--- src/rtl/gate_probe.sv ---
// gate_probe: walks a 2-input gate through rows 00..11, samples its
// response after SETTLE cycles per row and reports the 4-bit truth-table code.
//
// Ports:
//   clk    rising-edge clock
//   reset  asynchronous active-high reset
//   start  level-sampled run request (ignored while busy)
//   s_in   response bit from the gate under test
//   x, y   gate inputs a, b ({x,y} is the current row index)
//   code   truth table, code[m] = response for row m
//   valid  code/match complete; holds until the next accepted start
//   match  code == EXPECT, meaningful while valid
//   busy   run in progress
module gate_probe #(
  parameter int unsigned SETTLE = 1,
  parameter logic [3:0]  EXPECT = 4'b0010
) (
  input  logic       clk,
  input  logic       reset,
  input  logic       start,
  input  logic       s_in,
  output logic       x,
  output logic       y,
  output logic [3:0] code,
  output logic       valid,
  output logic       match,
  output logic       busy
);

  localparam logic [0:0] S_IDLE = 1'b0;
  localparam logic [0:0] S_RUN  = 1'b1;

  localparam logic [3:0] LAST_CNT = 4'(SETTLE - 1);

  logic [0:0] r_state;
  logic [1:0] r_m;
  logic [3:0] r_cnt;
  logic [3:0] r_code;
  logic       r_valid;
  logic       r_match;

  logic       w_run;
  logic       w_sample;
  logic       w_last_row;
  logic [3:0] w_code_nxt;

  assign w_run      = (r_state == S_RUN);
  assign w_sample   = w_run && !(r_cnt < LAST_CNT);
  assign w_last_row = (r_m == 2'd3);

  // code with the current row's bit replaced by the live response;
  // used both for the register update and the final comparison
  always_comb begin
    w_code_nxt      = r_code;
    w_code_nxt[r_m] = s_in;
  end

  always_ff @(posedge clk or posedge reset) begin
    if (reset) begin
      r_state <= S_IDLE;
      r_m     <= 2'd0;
      r_cnt   <= 4'd0;
      r_code  <= 4'd0;
      r_valid <= 1'b0;
      r_match <= 1'b0;
    end else begin
      unique case (r_state)
        S_IDLE: begin
          if (start) begin
            r_state <= S_RUN;
            r_m     <= 2'd0;
            r_cnt   <= 4'd0;
            r_code  <= 4'd0;
            r_valid <= 1'b0;
            r_match <= 1'b0;
          end
        end
        S_RUN: begin
          if (!w_sample) begin
            r_cnt <= r_cnt + 4'd1;
          end else begin
            r_code <= w_code_nxt;
            r_cnt  <= 4'd0;
            if (!w_last_row) begin
              r_m <= r_m + 2'd1;
            end else begin
              // row index returns to 00, which also parks x/y at 0
              r_m     <= 2'd0;
              r_state <= S_IDLE;
              r_valid <= 1'b1;
              r_match <= (w_code_nxt == EXPECT);
            end
          end
        end
        default: r_state <= S_IDLE;
      endcase
    end
  end

  // the row index is the gate stimulus directly: {x,y} == m
  assign x     = r_m[1];
  assign y     = r_m[0];
  assign code  = r_code;
  assign valid = r_valid;
  assign match = r_match;
  assign busy  = w_run;

endmodule

--- config.mk ---
export PLATFORM = sky130hd
export DESIGN_NAME = gate_probe
export DESIGN_NICKNAME = d
export VERILOG_FILES = /design/src/rtl/gate_probe.sv
export SDC_FILE = /design/constraint.sdc
export NUM_CORES = 1
export LEC_CHECK = 0
export CORE_AREA = 8 8 45 47
export CTS_BUF_LIST = sky130_fd_sc_hd__clkbuf_8
export DETAILED_ROUTE_END_ITERATION = 12
export DIE_AREA = 0 0 53 55
export GPL_TIMING_DRIVEN = 1
export HOLD_SLACK_MARGIN = 0.12
export PLACE_DENSITY = 0.77
export SLEW_MARGIN = 20
export SYNTH_ARGS = -nofsm -noshare
export SYNTH_HDL_FRONTEND = slang
export SYNTH_SLANG_ARGS = --single-unit
--- constraint.sdc ---
create_clock -name clk -period 1.25 [get_ports clk]
set_clock_uncertainty 0.05 [all_clocks]
set_input_delay 0.1875 -clock clk [delete_from_list [all_inputs] [get_ports clk]]
set_output_delay 0.1875 -clock clk [all_outputs]
set_load 0.005 [all_outputs]
Word level (Yosys, flattened, before mapping)
Index checks and enable logic that the tools add are counted.
- register bits after elaboration: 13
- bits in latches: 0
- memory bits (writable): 0
- memory bits (read-only): 0
- output and inout bits: 9
- memories kept: 0
- $add $sub $neg: 2
- $mul: 0
- divide/modulo/power cells: 0
- order comparisons: 3
- equality and inequality tests: 5
- shift-type cells: 0
- mux-type cells: 23
- bitwise gates (word level): 1
- reductions and logical operators: 5
- operators with widths (kind ; number):
    $pmux 4 s2 ; 2
    $mux 4 ; 3
    $mux 1 ; 9
    $mux 2 ; 3
    $pmux 1 s2 ; 3
    $add 4x1->4 const B ; 1
    $bwmux 4 ; 1
    $eq 4x2->1 const B ; 1
    $lt 4x1->1 const B ; 1
    $ne 2x1->1 const B ; 2
    $pmux 2 s2 ; 1
    $lt 2x3->1 const B ; 1
    $reduce_and 3->1 ; 1
    $add 2x1->2 const B ; 1
    $demux 1 s2 ; 1
    $eq 2x2->1 const B ; 1
    $ge 2x1->1 const B ; 1
    $logic_and 1x1->1 ; 2
    $ne 2x2->1 const B ; 1
    $reduce_and 2->1 ; 1
    $logic_not 1->1 ; 1
    $not 1->1 ; 1

Depth between registers and ports, before layout
Gate-level depths: netlist of run 1.
- depth after elaboration: 9
- gate-level depth with buffers: 5

Least setup slack after synthesis of run 1
No wires, ideal clock.
- path kind: flip-flop to flip-flop
- start point: register r_m[0]
- end point: register r_match (netlist: match)
- arrival time: 1199 ps
- required time: 1078 ps
- path slack: -120 ps
- stages on the path, launching flop included: 5
- path buffers: 0
- path through: dfrtp_1 -> inv_1 -> ha_1 -> o221a_2 -> a32o_1
- longest elaborated chain between the ends: 9
- elaborated cells between the ends (all ways): 13
- RTL lines (element ; RTL line ; text):
    from (decl) ; 36 ; logic [1:0] r_m;
    from (signal assigned) ; 85 ; r_m <= r_m + 2'd1;
    $lt 2x3->1 (not written as such) / $ge 2x1->1 (equally long branches) ; 55 ; w_code_nxt[r_m] = s_in;
    $logic_and 1x1->1 (not written as such) ; 55 ;
    $mux 1 (not written as such) ; 55 ;
    $demux 1 s2 ; 55 ;
    $bwmux 4 ; 55 ;
    $eq 4x2->1 ; 91 ; r_match <= (w_code_nxt == EXPECT);
    $mux 1 ; 84 ; if (!w_last_row) begin
    $mux 1 ; 79 ; if (!w_sample) begin
    $pmux 1 s2 ; 67 ; unique case (r_state)
    to (signal assigned) ; 91 ;
    to (decl) ; 40 ; logic r_match;
Parallel ways exist; a longest one is shown, timed or not. The select of a mux whose other input is x is not followed.
A chain may end at the register's enable or synchronous reset.

Final worst setup path of run 1
Same ends and word-level chain as after synthesis.

==> impl_metrics.prom, run 1 <==
# TYPE chip_impl_metric gauge
chip_impl_metric{name="boundaryPins",unit=""} 13
chip_impl_metric{name="p_clk_share",unit="%"} 15.1
chip_impl_metric{name="number_of_max_cap_violations",unit=""} 0
chip_impl_metric{name="yosys_warnings",unit=""} 0
chip_impl_metric{name="areaGrowthSynthToFinish",unit="%"} 74.9
chip_impl_metric{name="worstPathBufferInverterCount",unit=""} 2
chip_impl_metric{name="post-route-worst-setup-slack",unit="ps"} -121
chip_impl_metric{name="drt-total-wl",unit="um"} 1350
chip_impl_metric{name="required",unit="ps"} 1320
chip_impl_info{name="run_status",value="complete, but fails checks"} 1
chip_impl_metric{name="setup-violations-final",unit=""} 6
chip_impl_metric{name="synth.yosys.seq_area_share",unit="%"} 45.2
chip_impl_metric{name="power.internal",unit="mW"} 1.43
chip_impl_metric{name="detailroute.via_count",unit=""} 472
chip_impl_metric{name="final_net_count",unit=""} 83
chip_impl_info{name="crit_path_end_kind",value="register"} 1
chip_impl_metric{name="slew_viol_final",unit=""} 0
chip_impl_metric{name="cts-root-to-sink-buffers",unit=""} 2
chip_impl_metric{name="power-per-cell-area",unit="mW/mm^2"} 2550
chip_impl_metric{name="power_frac_comb",unit="%"} 61.7
chip_impl_info{name="cp-start-kind",value="register"} 1
chip_impl_metric{name="avgViaCountPerCell",unit=""} 5.24
chip_impl_info{name="cts_root_buffer",value="sky130_fd_sc_hd__clkbuf_8"} 1
chip_impl_info{name="timing.hold.worst.class",value="input port to async pin"} 1
chip_impl_info{name="cp-startpoint",value="r_m[0]$_DFFE_PP0P_"} 1
chip_impl_metric{name="first_iter_violations",unit=""} 5
chip_impl_metric{name="critical-path-max-stage-delay",unit="ps"} 370
chip_impl_metric{name="drt-wirelength-per-cell",unit="um"} 15.0
chip_impl_metric{name="detail_route.drc_violations",unit=""} 0
chip_impl_info{name="tritoncts",value="yes"} 1
chip_impl_metric{name="die_width",unit="um"} 53
chip_impl_metric{name="grt_pass1_vias",unit=""} 498
chip_impl_info{name="slowest_cell_on_crit_path",value="sky130_fd_sc_hd__dfrtp_2"} 1
chip_impl_metric{name="die_area",unit="mm^2"} 0.00292
chip_impl_metric{name="first_pass_iters",unit=""} 5
chip_impl_metric{name="layout_worst_path_cycle_share",unit="%"} 110
chip_impl_metric{name="clock_sink_count",unit=""} 9
chip_impl_metric{name="fill_cells",unit=""} 110
chip_impl_info{name="synth_commonest_cells",value="9 x sky130_fd_sc_hd__dfrtp_1, 6 x sky130_fd_sc_hd__inv_1, 4 x sky130_fd_sc_hd__a32o_1, 4 x sky130_fd_sc_hd__ha_1"} 1
chip_impl_metric{name="yosys.cell_types.count",unit=""} 20
chip_impl_metric{name="place.port_buffers",unit=""} 12
chip_impl_info{name="path_class",value="register to register"} 1
chip_impl_metric{name="final_area",unit="um^2"} 871
chip_impl_metric{name="detailed_place.area",unit="um^2"} 719
chip_impl_metric{name="chipHeight",unit="um"} 55
chip_impl_info{name="startpoint_of_the_most_critical_register_to_register_path",value="r_m[0]$_DFFE_PP0P_"} 1
chip_impl_metric{name="post_route_cells_drive_above_1_share",unit="%"} 47.3
chip_impl_info{name="grt_setup_unrepaired",value="true"} 1
chip_impl_metric{name="r2r_setup_slack",unit="ps"} -120
chip_impl_metric{name="synth_enable_flop_cells",unit=""} 0
chip_impl_metric{name="static-leakage-power",unit="nW"} 0.420
chip_impl_metric{name="clock.fmax",unit="GHz"} 0.729
chip_impl_metric{name="postRouteAntennaNets",unit=""} 0
chip_impl_metric{name="post_synth_instance_area",unit="um^2"} 498
chip_impl_info{name="synth.top_cells.by_area",value="sky130_fd_sc_hd__dfrtp_1 45%, sky130_fd_sc_hd__ha_1 10%, sky130_fd_sc_hd__a32o_1 8.0%, sky130_fd_sc_hd__inv_1 4.5%, sky130_fd_sc_hd__o21bai_1 4.5%"} 1
chip_impl_metric{name="gpl.final_weighted_congestion",unit=""} 0.823
chip_impl_metric{name="antenna-diode-count",unit=""} 0
chip_impl_metric{name="cts_buffers",unit=""} 3
chip_impl_metric{name="power_switching",unit="uW"} 793
chip_impl_metric{name="hold_viol_final",unit=""} 0
chip_impl_metric{name="critical_path_arrival",unit="ps"} 1440
chip_impl_metric{name="critPathMaxFanout",unit=""} 3
chip_impl_info{name="critical_path.top_delay_family",value="compound AO/OA/AOI/OAI gates"} 1
chip_impl_metric{name="area_share_of_the_leading_cell_type_in_the_synthesized_netlist",unit="%"} 45.2
chip_impl_metric{name="async_flop_share",unit="%"} 100
chip_impl_metric{name="max-slew-margin-rel",unit="%"} 76.6
chip_impl_info{name="crit_path_cell_trace",value="buf_6 -> inv_6 -> ha_4 -> o221a_4 -> a32o_1"} 1
chip_impl_info{name="dominantRegCellSynth",value="sky130_fd_sc_hd__dfrtp_1"} 1
chip_impl_metric{name="synthesized_nets",unit=""} 51
chip_impl_metric{name="groute.usage.overall",unit="%"} 10.5
chip_impl_metric{name="utilization",unit="%"} 62.9
chip_impl_metric{name="worst_pin_slew",unit="ps"} 351
chip_impl_metric{name="floorplan.core_area",unit="mm^2"} 0.00138
chip_impl_metric{name="clk-insertion-delay-late",unit="ps"} 230
chip_impl_metric{name="postSynthAreaPerCell",unit="um^2"} 11.6
chip_impl_info{name="netlist.top_cell.by_area",value="sky130_fd_sc_hd__dfrtp_1"} 1
chip_impl_metric{name="fin_crit",unit="ps"} 1370
chip_impl_metric{name="grt_pass1_wl",unit="um"} 2260
chip_impl_info{name="failed_checks",value="negative setup slack"} 1
chip_impl_metric{name="core.rowCount",unit=""} 14
chip_impl_metric{name="estimated_wirelength_of_the_detail_placed_design",unit="um"} 932
chip_impl_metric{name="worst_hold_slack",unit="ps"} 177
chip_impl_metric{name="pin_count_of_the_biggest_net_entering_global_routing",unit=""} 10
chip_impl_metric{name="yosys_register_bits",unit=""} 9
chip_impl_metric{name="cts.htree.levels",unit=""} 1
chip_impl_metric{name="ff_latch_area",unit="um^2"} 229
chip_impl_metric{name="grt_overflow_total",unit=""} 0
chip_impl_metric{name="seq_pwr_share",unit="%"} 23.2
chip_impl_metric{name="synthesis.instances",unit=""} 43
chip_impl_metric{name="floorplan.initialDensity",unit="%"} 36.0
chip_impl_metric{name="sw_frac_of_total",unit="%"} 35.7
chip_impl_metric{name="grt_antenna_before_repair",unit=""} 0
chip_impl_metric{name="multi_input_area",unit="um^2"} 302
chip_impl_metric{name="max-vdd-ir-drop",unit="uV"} 1240
chip_impl_metric{name="cts_hold_repair.buffers",unit=""} 0
chip_impl_info{name="synth.most_common_cell",value="sky130_fd_sc_hd__dfrtp_1"} 1
chip_impl_metric{name="clkTransAtPathRegs",unit="ps"} 50
-- power by group through the flow --
stage / Sequential, mW / Clock, mW / Combinational, mW
6_report: 0.514 / 0.336 / 1.37
5_1_grt: 0.531 / 0.365 / 1.48
4_1_cts: 0.512 / 0.337 / 1.26
3_5_place_dp: 0.589 / 0 / 1.02
3_3_place_gp: 0.577 / 0 / 1.00
2_1_floorplan: 0.559 / 0 / 0.581
-- per-layer routing --
layer	share of wire, %	routed length, um	vias to the layer above	GRT usage (%)
met3	5.5	74	7	2.14
met1	43	574	230	10.9
li1	-	-	217	-
met2	48	653	18	18.4
met4	3.4	46	0	7.76
met5	0	0	-	0
-- state kept, by name, summed over array words and instances (netlist names) --
signal and cells:
code 4, busy 1, r_m 2, match 1
valid 1
-- worst paths after layout --
path | to | cells after the start
setup / recovery | match$_DFFE_PP0P_ | 5
hold / removal | valid$_DFFE_PP0P_ | 2
setup reg to reg | match$_DFFE_PP0P_ | 5
hold reg to reg | match$_DFFE_PP0P_ | 1
max in group asynchronous | r_m[1]$_DFFE_PP0P_ | 2
min in group clk | busy$_DFF_PP0_ | 3
-- cell families after synthesis --
kind of cell               share of synthesized area, %
adders and majority gates                          10.1
and+or+nand+nor                                    8.29
muxes                                              2.01
AOI/OAI and AO/OA                                  26.9
buffers and inverters                              7.54
DFF                                                45.2
-- area by class of cell --
cell class | instances | share of cell area [%]
clock buffers | 3 | 4.74
clock inverters | 1 | 0.431
inverters | 7 | 3.88
multi-input cells | 26 | 34.6
flip-flops and latches | 9 | 26.3
well taps | 16 | 2.30
repair buffers | 28 | 27.7
-- cells in the final DEF (no fill, tap or decap), types with 3 or more instances in the layout --
cell type	count
sky130_fd_sc_hd__buf_4	14
sky130_fd_sc_hd__inv_1	5
sky130_fd_sc_hd__ha_4	4
sky130_fd_sc_hd__clkbuf_8	3
sky130_fd_sc_hd__a32o_1	4
sky130_fd_sc_hd__clkdlybuf4s50_1	3
sky130_fd_sc_hd__dlygate4sd2_1	7
sky130_fd_sc_hd__dfrtp_2	3
sky130_fd_sc_hd__dfrtp_1	6
-- worst reg2reg max path, cell delays in order, from the launching register on --
cell and delay (ps):
sky130_fd_sc_hd__dfrtp_2 370, sky130_fd_sc_hd__buf_6 140, sky130_fd_sc_hd__inv_6 50, sky130_fd_sc_hd__ha_4 170
sky130_fd_sc_hd__o221a_4 240, sky130_fd_sc_hd__a32o_1 250
-- through the flow --
stage | total power, mW | TNS [ps] | cells | worst slack, ps
3_5_place_dp | 1.60 | -843 | 77 | -187
5_1_grt | 2.38 | -603 | 90 | -157
4_1_cts | 2.11 | -256 | 89 | -101
2_1_floorplan | 1.14 | -39.9 | 43 | -39.9
6_report | 2.22 | -374 | 90 | -121
3_3_place_gp | 1.58 | -695 | 77 | -145
-- repair_timing --
item | in CTS | in global routing
setup buffers | 8 | 1
setup endpoints to repair | 12 | 6
pin swaps | 1 | 6
resized for setup | 16 | 6
(Power assumes the default switching activity.)
==> run 2, diff against run 1 <==
--- a/config.mk
+++ b/config.mk
@@ -5,13 +5,15 @@
 export SDC_FILE = /design/constraint.sdc
 export NUM_CORES = 1
 export LEC_CHECK = 0
+export ABC_AREA = 1
 export CORE_AREA = 8 8 45 47
 export CTS_BUF_LIST = sky130_fd_sc_hd__clkbuf_8
 export DETAILED_ROUTE_END_ITERATION = 12
 export DIE_AREA = 0 0 53 55
 export GPL_TIMING_DRIVEN = 1
 export HOLD_SLACK_MARGIN = 0.12
-export PLACE_DENSITY = 0.77
+export PLACE_DENSITY = 0.79
+export SKIP_CTS_REPAIR_TIMING = 1
 export SLEW_MARGIN = 20
 export SYNTH_ARGS = -nofsm -noshare
 export SYNTH_HDL_FRONTEND = slang
==> impl_metrics.prom, run 2 <==
# TYPE chip_impl_metric gauge
chip_impl_info{name="run_status",value="completed"} 1
chip_impl_metric{name="worst_pin_slew",unit="ps"} 337
chip_impl_metric{name="layout_worst_path_cycle_share",unit="%"} 96.2
chip_impl_metric{name="core.rowCount",unit=""} 14
chip_impl_metric{name="cts.htree.levels",unit=""} 1
chip_impl_metric{name="grt_antenna_before_repair",unit=""} 0
chip_impl_metric{name="synth_compound_area_share",unit="%"} 10.5
chip_impl_metric{name="areaGrowthSynthToFinish",unit="%"} 50.5
chip_impl_info{name="crit_path_cell_trace",value="buf_4 -> dlymetal6s2s_1"} 1
chip_impl_metric{name="yosys_warnings",unit=""} 0
chip_impl_info{name="layout.cells.most_common",value="sky130_fd_sc_hd__nand2_1"} 1
chip_impl_metric{name="critical_path_arrival",unit="ps"} 970
chip_impl_metric{name="yosys.cell_types.count",unit=""} 15
chip_impl_metric{name="grt_pass1_wl",unit="um"} 1650
chip_impl_info{name="netlist.top_cell.by_area",value="sky130_fd_sc_hd__dfrtp_1"} 1
chip_impl_metric{name="grt_pass1_vias",unit=""} 428
chip_impl_metric{name="static-leakage-power",unit="nW"} 0.486
chip_impl_metric{name="number_of_max_cap_violations",unit=""} 0
chip_impl_metric{name="clk-insertion-delay-late",unit="ps"} 240
chip_impl_metric{name="detailroute.via_count",unit=""} 452
chip_impl_info{name="slowest_cell_on_crit_path",value="sky130_fd_sc_hd__dfrtp_2"} 1
chip_impl_metric{name="pin_count_of_the_biggest_net_entering_global_routing",unit=""} 10
chip_impl_metric{name="drt-total-wl",unit="um"} 1170
chip_impl_metric{name="synth_enable_flop_cells",unit=""} 0
chip_impl_info{name="tritoncts",value="yes"} 1
chip_impl_metric{name="synthAdderAreaFrac",unit="%"} 9.80
chip_impl_metric{name="floorplan.core_area",unit="mm^2"} 0.00138
chip_impl_info{name="final_cell_mix",value="13 x sky130_fd_sc_hd__nand2_1, 10 x sky130_fd_sc_hd__inv_1, 9 x sky130_fd_sc_hd__dlymetal6s2s_1"} 1
chip_impl_metric{name="postSynthAreaPerCell",unit="um^2"} 8.65
chip_impl_info{name="timing.hold.worst.class",value="input port to async pin"} 1
chip_impl_metric{name="detail_route.drc_violations",unit=""} 0
chip_impl_metric{name="floorplan.initialDensity",unit="%"} 36.9
chip_impl_metric{name="antenna-diode-count",unit=""} 0
chip_impl_metric{name="yosys_register_bits",unit=""} 9
chip_impl_metric{name="hold_viol_final",unit=""} 0
chip_impl_metric{name="clock.fmax",unit="GHz"} 0.831
chip_impl_metric{name="drt-wirelength-per-cell",unit="um"} 12.2
chip_impl_metric{name="synth.yosys.seq_area_share",unit="%"} 44.1
chip_impl_metric{name="required",unit="ps"} 1010
chip_impl_info{name="grt_setup_unrepaired",value="true"} 1
chip_impl_info{name="crit_path_end_kind",value="output pin"} 1
chip_impl_metric{name="critPathMaxFanout",unit=""} 5
chip_impl_metric{name="max-vdd-ir-drop",unit="uV"} 1200
chip_impl_metric{name="clkTransAtPathRegs",unit="ps"} 50
chip_impl_metric{name="chipHeight",unit="um"} 55
chip_impl_info{name="synth.most_common_cell",value="sky130_fd_sc_hd__nand2_1"} 1
chip_impl_info{name="r2r_end",value="match$_DFFE_PP0P_"} 1
chip_impl_info{name="path_class",value="register to output pin"} 1
chip_impl_metric{name="first_pass_iters",unit=""} 3
chip_impl_metric{name="critical-path-max-stage-delay",unit="ps"} 440
chip_impl_info{name="synth_top_family_by_area",value="simple AND/OR/NAND/NOR gates"} 1
chip_impl_metric{name="fin_crit",unit="ps"} 1200
chip_impl_metric{name="muxShareOfSynthArea",unit="%"} 0
chip_impl_metric{name="largest_register_ffs",unit=""} 4
chip_impl_metric{name="estimated_wirelength_of_the_detail_placed_design",unit="um"} 783
chip_impl_metric{name="slew_viol_final",unit=""} 0
chip_impl_info{name="cts_root_buffer",value="sky130_fd_sc_hd__clkbuf_8"} 1
chip_impl_metric{name="cts_buffers",unit=""} 3
chip_impl_metric{name="ff2ff_path_depth",unit=""} 8
chip_impl_metric{name="area_share_of_the_leading_cell_type_in_the_synthesized_netlist",unit="%"} 44.1
chip_impl_metric{name="post_synth_instance_area",unit="um^2"} 510
chip_impl_metric{name="post_route_cells_drive_above_1_share",unit="%"} 28.7
chip_impl_metric{name="avgViaCountPerCell",unit=""} 4.71
chip_impl_metric{name="power-per-cell-area",unit="mW/mm^2"} 2480
chip_impl_metric{name="grt_overflow_total",unit=""} 0
chip_impl_metric{name="synthesis.instances",unit=""} 59
chip_impl_metric{name="place.port_buffers",unit=""} 12
chip_impl_info{name="startpoint_of_the_most_critical_register_to_register_path",value="r_m[1]$_DFFE_PP0P_"} 1
chip_impl_info{name="synth.top_cells.by_area",value="sky130_fd_sc_hd__dfrtp_1 44%, sky130_fd_sc_hd__nand2_1 12%, sky130_fd_sc_hd__ha_1 9.8%, sky130_fd_sc_hd__inv_1 8.1%, sky130_fd_sc_hd__o21ai_0 5.9%"} 1
chip_impl_metric{name="cts-root-to-sink-buffers",unit=""} 2
chip_impl_metric{name="groute.usage.overall",unit="%"} 7.95
chip_impl_metric{name="die_area",unit="mm^2"} 0.00292
chip_impl_metric{name="clock_sink_count",unit=""} 9
chip_impl_metric{name="synthesized_nets",unit=""} 67
chip_impl_metric{name="post-route-worst-setup-slack",unit="ps"} 47.3
chip_impl_metric{name="async_flop_share",unit="%"} 100
chip_impl_metric{name="gpl.final_weighted_congestion",unit=""} 0.844
chip_impl_metric{name="setup_ws_pre_cts",unit="ps"} -2.82
chip_impl_metric{name="post_synthesis_share_of_cell_area_spent_on_and_or_nand_and_nor_gates",unit="%"} 23.5
chip_impl_metric{name="setup-violations-final",unit=""} 0
chip_impl_metric{name="r2r_setup_slack",unit="ps"} 50
chip_impl_info{name="cp-start-kind",value="register"} 1
chip_impl_metric{name="first_iter_violations",unit=""} 5
chip_impl_metric{name="postRouteAntennaNets",unit=""} 0
chip_impl_metric{name="synth_xor_area_share",unit="%"} 0
chip_impl_info{name="synth_commonest_cells",value="16 x sky130_fd_sc_hd__nand2_1, 11 x sky130_fd_sc_hd__inv_1, 9 x sky130_fd_sc_hd__dfrtp_1"} 1
chip_impl_metric{name="final.setup.tns",unit="ps"} 0
chip_impl_metric{name="boundaryPins",unit=""} 13
chip_impl_metric{name="final_net_count",unit=""} 89
chip_impl_metric{name="max-slew-margin-rel",unit="%"} 77.5
chip_impl_metric{name="die_width",unit="um"} 53
chip_impl_info{name="dominantRegCellSynth",value="sky130_fd_sc_hd__dfrtp_1"} 1
## run 2: critical path: cells and delay by family, from the launching register on
family	cells	cell delay (ps)
buf+inv	2	290
flops	1	440
## run 2: worst max path at each step
stage / startpoint / end / slack [ps] / depth (start not counted)
finish: r_m[0]$_DFFE_PP0P_ / y / 50 / 2
global route: r_m[0]$_DFFE_PP0P_ / match$_DFFE_PP0P_ / -10 / 8
CTS: r_m[0]$_DFFE_PP0P_ / y / -190 / 1
detailed placement: r_m[0]$_DFFE_PP0P_ / match$_DFFE_PP0P_ / -3 / 8
global placement: r_m[0]$_DFFE_PP0P_ / match$_DFFE_PP0P_ / 10 / 7
floorplan: r_m[0]$_DFFE_PP0P_ / match$_DFFE_PP0P_ / 90 / 5
## run 2: metrics by stage
step,hold WS (ps),instances,instance area (um^2),utilization (%),power [mW]
after detailed placement,423,87,647,46.7,1.45
after global placement,415,87,647,46.7,1.43
final,158,96,768,55.5,1.91
after CTS,177,91,692,50.0,1.80
after floorplan,-34.6,59,510,-,1.09
after global routing,200,96,768,55.5,2.06
## run 2: cell families (layout without fill, tap and decap cells)
family                     count (synthesis)  after routing
and+or+nand+nor                           24             24
DFF                                        9              9
AOI/OAI and AO/OA                          9              9
adders and majority gates                  4              4
buffers and inverters                     13             34
## run 2: layer usage
metal	GRT usage (%)	vias to the layer above	share of wire, %
li1	-	226	-
met1	7.34	208	39
met2	13.1	13	52
met3	3.74	5	5.9
met4	6.90	0	2.5
met5	0	-	0
## run 2: layout make-up
cell class	instances	area, um^2
Fill cell	112	616
Tap cell	16	20.0
Inverter	12	50.0
Clock inverter	1	3.75
Timing Repair Buffer	18	188
Clock buffer	3	41.3
Sequential cell	9	226
Multi-Input combinational cell	37	239
## run 2: report_power, final
group / switching, mW / internal, mW
clock network: 0.123 / 0.215
logic: 0.513 / 0.525
registers: 0.0988 / 0.431
total: 0.735 / 1.17
==> run 3, diff against run 2 <==
==> constraint.sdc (replaced) <==
create_clock -name clk -period 1 [get_ports clk]
set_clock_uncertainty 0.05 [all_clocks]
set_input_delay 0.15 -clock clk [delete_from_list [all_inputs] [get_ports clk]]
set_output_delay 0.15 -clock clk [all_outputs]
set_load 0.005 [all_outputs]
==> impl_metrics.prom, run 3 (synthesized netlist as in run 2, its figures left out) <==
# TYPE chip_impl_metric gauge
chip_impl_metric{name="fin_crit",unit="ps"} 1240
chip_impl_info{name="failed_checks",value="negative setup slack"} 1
chip_impl_metric{name="drt-wirelength-per-cell",unit="um"} 11.9
chip_impl_info{name="slowest_cell_on_crit_path",value="sky130_fd_sc_hd__dfrtp_2"} 1
chip_impl_info{name="tritoncts",value="yes"} 1
chip_impl_metric{name="groute.usage.overall",unit="%"} 8.91
chip_impl_info{name="critical_path.top_delay_family",value="flip-flops"} 1
chip_impl_metric{name="first_iter_violations",unit=""} 4
chip_impl_info{name="path_class",value="register to register"} 1
chip_impl_metric{name="r2r_setup_slack",unit="ps"} -240
chip_impl_metric{name="p_clk_share",unit="%"} 15.2
chip_impl_metric{name="worstPathBufferInverterCount",unit=""} 3
chip_impl_metric{name="clock.fmax",unit="GHz"} 0.806
chip_impl_info{name="layout.cells.most_common",value="sky130_fd_sc_hd__nand2_1"} 1
chip_impl_metric{name="first_pass_iters",unit=""} 4
chip_impl_metric{name="boundaryPins",unit=""} 13
chip_impl_metric{name="critical-path-max-stage-delay",unit="ps"} 440
chip_impl_info{name="cp-startpoint",value="r_m[1]$_DFFE_PP0P_"} 1
chip_impl_info{name="grt_setup_unrepaired",value="true"} 1
chip_impl_metric{name="power_frac_comb",unit="%"} 61.4
chip_impl_info{name="crit_path_end_kind",value="register"} 1
chip_impl_metric{name="clock_sink_count",unit=""} 9
chip_impl_metric{name="detailed_place.area",unit="um^2"} 711
chip_impl_metric{name="critical_path_arrival",unit="ps"} 1350
chip_impl_metric{name="post-route-worst-setup-slack",unit="ps"} -240
chip_impl_metric{name="post_route_cells_drive_above_1_share",unit="%"} 46.5
chip_impl_metric{name="grt_pass1_vias",unit=""} 432
chip_impl_metric{name="drt-total-wl",unit="um"} 1220
chip_impl_metric{name="areaGrowthSynthToFinish",unit="%"} 71.6
chip_impl_metric{name="floorplan.initialDensity",unit="%"} 36.9
chip_impl_metric{name="final_net_count",unit=""} 95
chip_impl_metric{name="slew_viol_final",unit=""} 0
chip_impl_metric{name="required",unit="ps"} 1110
chip_impl_info{name="final_cell_mix",value="10 x sky130_fd_sc_hd__nand2_1, 9 x sky130_fd_sc_hd__buf_4, 8 x sky130_fd_sc_hd__dlymetal6s2s_1"} 1
chip_impl_metric{name="cts.htree.levels",unit=""} 1
chip_impl_metric{name="critPathMaxFanout",unit=""} 4
chip_impl_info{name="run_status",value="complete, but fails checks"} 1
chip_impl_metric{name="largest_register_ffs",unit=""} 4
chip_impl_metric{name="utilization",unit="%"} 63.3
chip_impl_metric{name="detail_route.drc_violations",unit=""} 0
chip_impl_metric{name="floorplan.core_area",unit="mm^2"} 0.00138
chip_impl_metric{name="power_switching",unit="mW"} 1.09
chip_impl_metric{name="avgViaCountPerCell",unit=""} 4.48
chip_impl_metric{name="place.port_buffers",unit=""} 12
chip_impl_info{name="startpoint_of_the_most_critical_register_to_register_path",value="r_m[1]$_DFFE_PP0P_"} 1
chip_impl_info{name="crit_path_cell_trace",value="buf_6 -> ha_4 -> inv_4 -> nand2_4 -> buf_4 -> o21ai_2"} 1
chip_impl_metric{name="pin_count_of_the_biggest_net_entering_global_routing",unit=""} 10
chip_impl_metric{name="estimated_wirelength_of_the_detail_placed_design",unit="um"} 812
chip_impl_metric{name="grt_overflow_total",unit=""} 0
chip_impl_metric{name="setup-violations-final",unit=""} 11
chip_impl_metric{name="chipHeight",unit="um"} 55
chip_impl_metric{name="power.internal",unit="mW"} 1.73
chip_impl_metric{name="seq_pwr_share",unit="%"} 23.4
chip_impl_metric{name="antenna-diode-count",unit=""} 0
chip_impl_metric{name="grt_antenna_before_repair",unit=""} 0
chip_impl_metric{name="gpl.final_weighted_congestion",unit=""} 0.841
chip_impl_metric{name="postRouteAntennaNets",unit=""} 0
chip_impl_metric{name="cts_buffers",unit=""} 3
chip_impl_metric{name="clkTransAtPathRegs",unit="ps"} 50
chip_impl_metric{name="power-per-cell-area",unit="mW/mm^2"} 3210
chip_impl_metric{name="cts-root-to-sink-buffers",unit=""} 2
chip_impl_metric{name="number_of_max_cap_violations",unit=""} 0
chip_impl_metric{name="final_area",unit="um^2"} 876
chip_impl_info{name="cts_root_buffer",value="sky130_fd_sc_hd__clkbuf_8"} 1
chip_impl_metric{name="max-vdd-ir-drop",unit="uV"} 1850
chip_impl_metric{name="clk-insertion-delay-late",unit="ps"} 240
chip_impl_info{name="cp-start-kind",value="register"} 1
chip_impl_metric{name="sw_frac_of_total",unit="%"} 38.6
chip_impl_metric{name="detailroute.via_count",unit=""} 457
chip_impl_metric{name="die_area",unit="mm^2"} 0.00292
chip_impl_metric{name="core.rowCount",unit=""} 14
chip_impl_metric{name="static-leakage-power",unit="nW"} 0.518
chip_impl_metric{name="die_width",unit="um"} 53
chip_impl_metric{name="worst_hold_slack",unit="ps"} 121
chip_impl_metric{name="hold_viol_final",unit=""} 0
chip_impl_metric{name="grt_pass1_wl",unit="um"} 1760
chip_impl_metric{name="worst_pin_slew",unit="ps"} 353
chip_impl_info{name="timing.hold.worst.class",value="input port to async pin"} 1
chip_impl_metric{name="max-slew-margin-rel",unit="%"} 76.5
chip_impl_metric{name="layout_worst_path_cycle_share",unit="%"} 124
run 3: cell types whose count changed in the layout (fill, tap and decap cells not counted), moves of 3 or more:
cell / before / now
sky130_fd_sc_hd__inv_1: 10 / 7
sky130_fd_sc_hd__o21ai_0: 5 / 1
sky130_fd_sc_hd__ha_4: 0 / 3
sky130_fd_sc_hd__buf_4: 6 / 9
sky130_fd_sc_hd__ha_2: 3 / 0
sky130_fd_sc_hd__buf_6: 0 / 3
sky130_fd_sc_hd__nand2_1: 13 / 10
run 3: path summary, 6_finish.rpt:
kind | to | cells past startpoint
worst max-delay path | r_m[0]$_DFFE_PP0P_ | 6
worst min-delay path | match$_DFFE_PP0P_ | 2
worst max register to register | r_m[0]$_DFFE_PP0P_ | 6
worst min register to register | match$_DFFE_PP0P_ | 3
max in group asynchronous | r_m[0]$_DFFE_PP0P_ | 2
min in group clk | match$_DFFE_PP0P_ | 3
run 3: metrics by stage:
step / power [mW] / setup slack (ps) / std cells / setup TNS, ps
final: 2.81 / -240 / 102 / -1530
after global routing: 3.03 / -304 / 102 / -2030
after CTS: 2.48 / -428 / 97 / -4030
after detailed placement: 2.03 / -224 / 93 / -1680
after global placement: 2.00 / -188 / 93 / -1440
after floorplan: 1.43 / -142 / 59 / -566
run 3: area by class of cell:
cell class | instances | area, um^2
Fill cell | 117 | 508
Multi-Input combinational cell | 37 | 292
Timing Repair Buffer | 24 | 236
Sequential cell | 9 | 228
Inverter | 12 | 55.1
Clock buffer | 3 | 41.3
Tap cell | 16 | 20.0
Clock inverter | 1 | 3.75
run 3: worst register-to-register path: cells and delay by family, from the launching register on:
kind | cells | cell delay, ps
simple gates | 1 | 50
fa+ha+maj | 1 | 170
buf+inv | 3 | 330
compound gates | 1 | 120
flops | 1 | 440
run 3: metal layers:
layer,vias to the layer above,wire (um),GRT usage (%)
met5,-,0,0
met4,0,19,9.05
met3,2,48,4.01
met2,12,668,14.1
met1,208,482,8.36
li1,235,-,-
run 3: power groups by stage:
stage	clock network (mW)	registers, mW	logic (mW)
3_5_place_dp	0	0.653	1.38
3_3_place_gp	0	0.647	1.36
6_report	0.427	0.657	1.73
2_1_floorplan	0	0.676	0.754
4_1_cts	0.432	0.652	1.39
5_1_grt	0.447	0.683	1.90
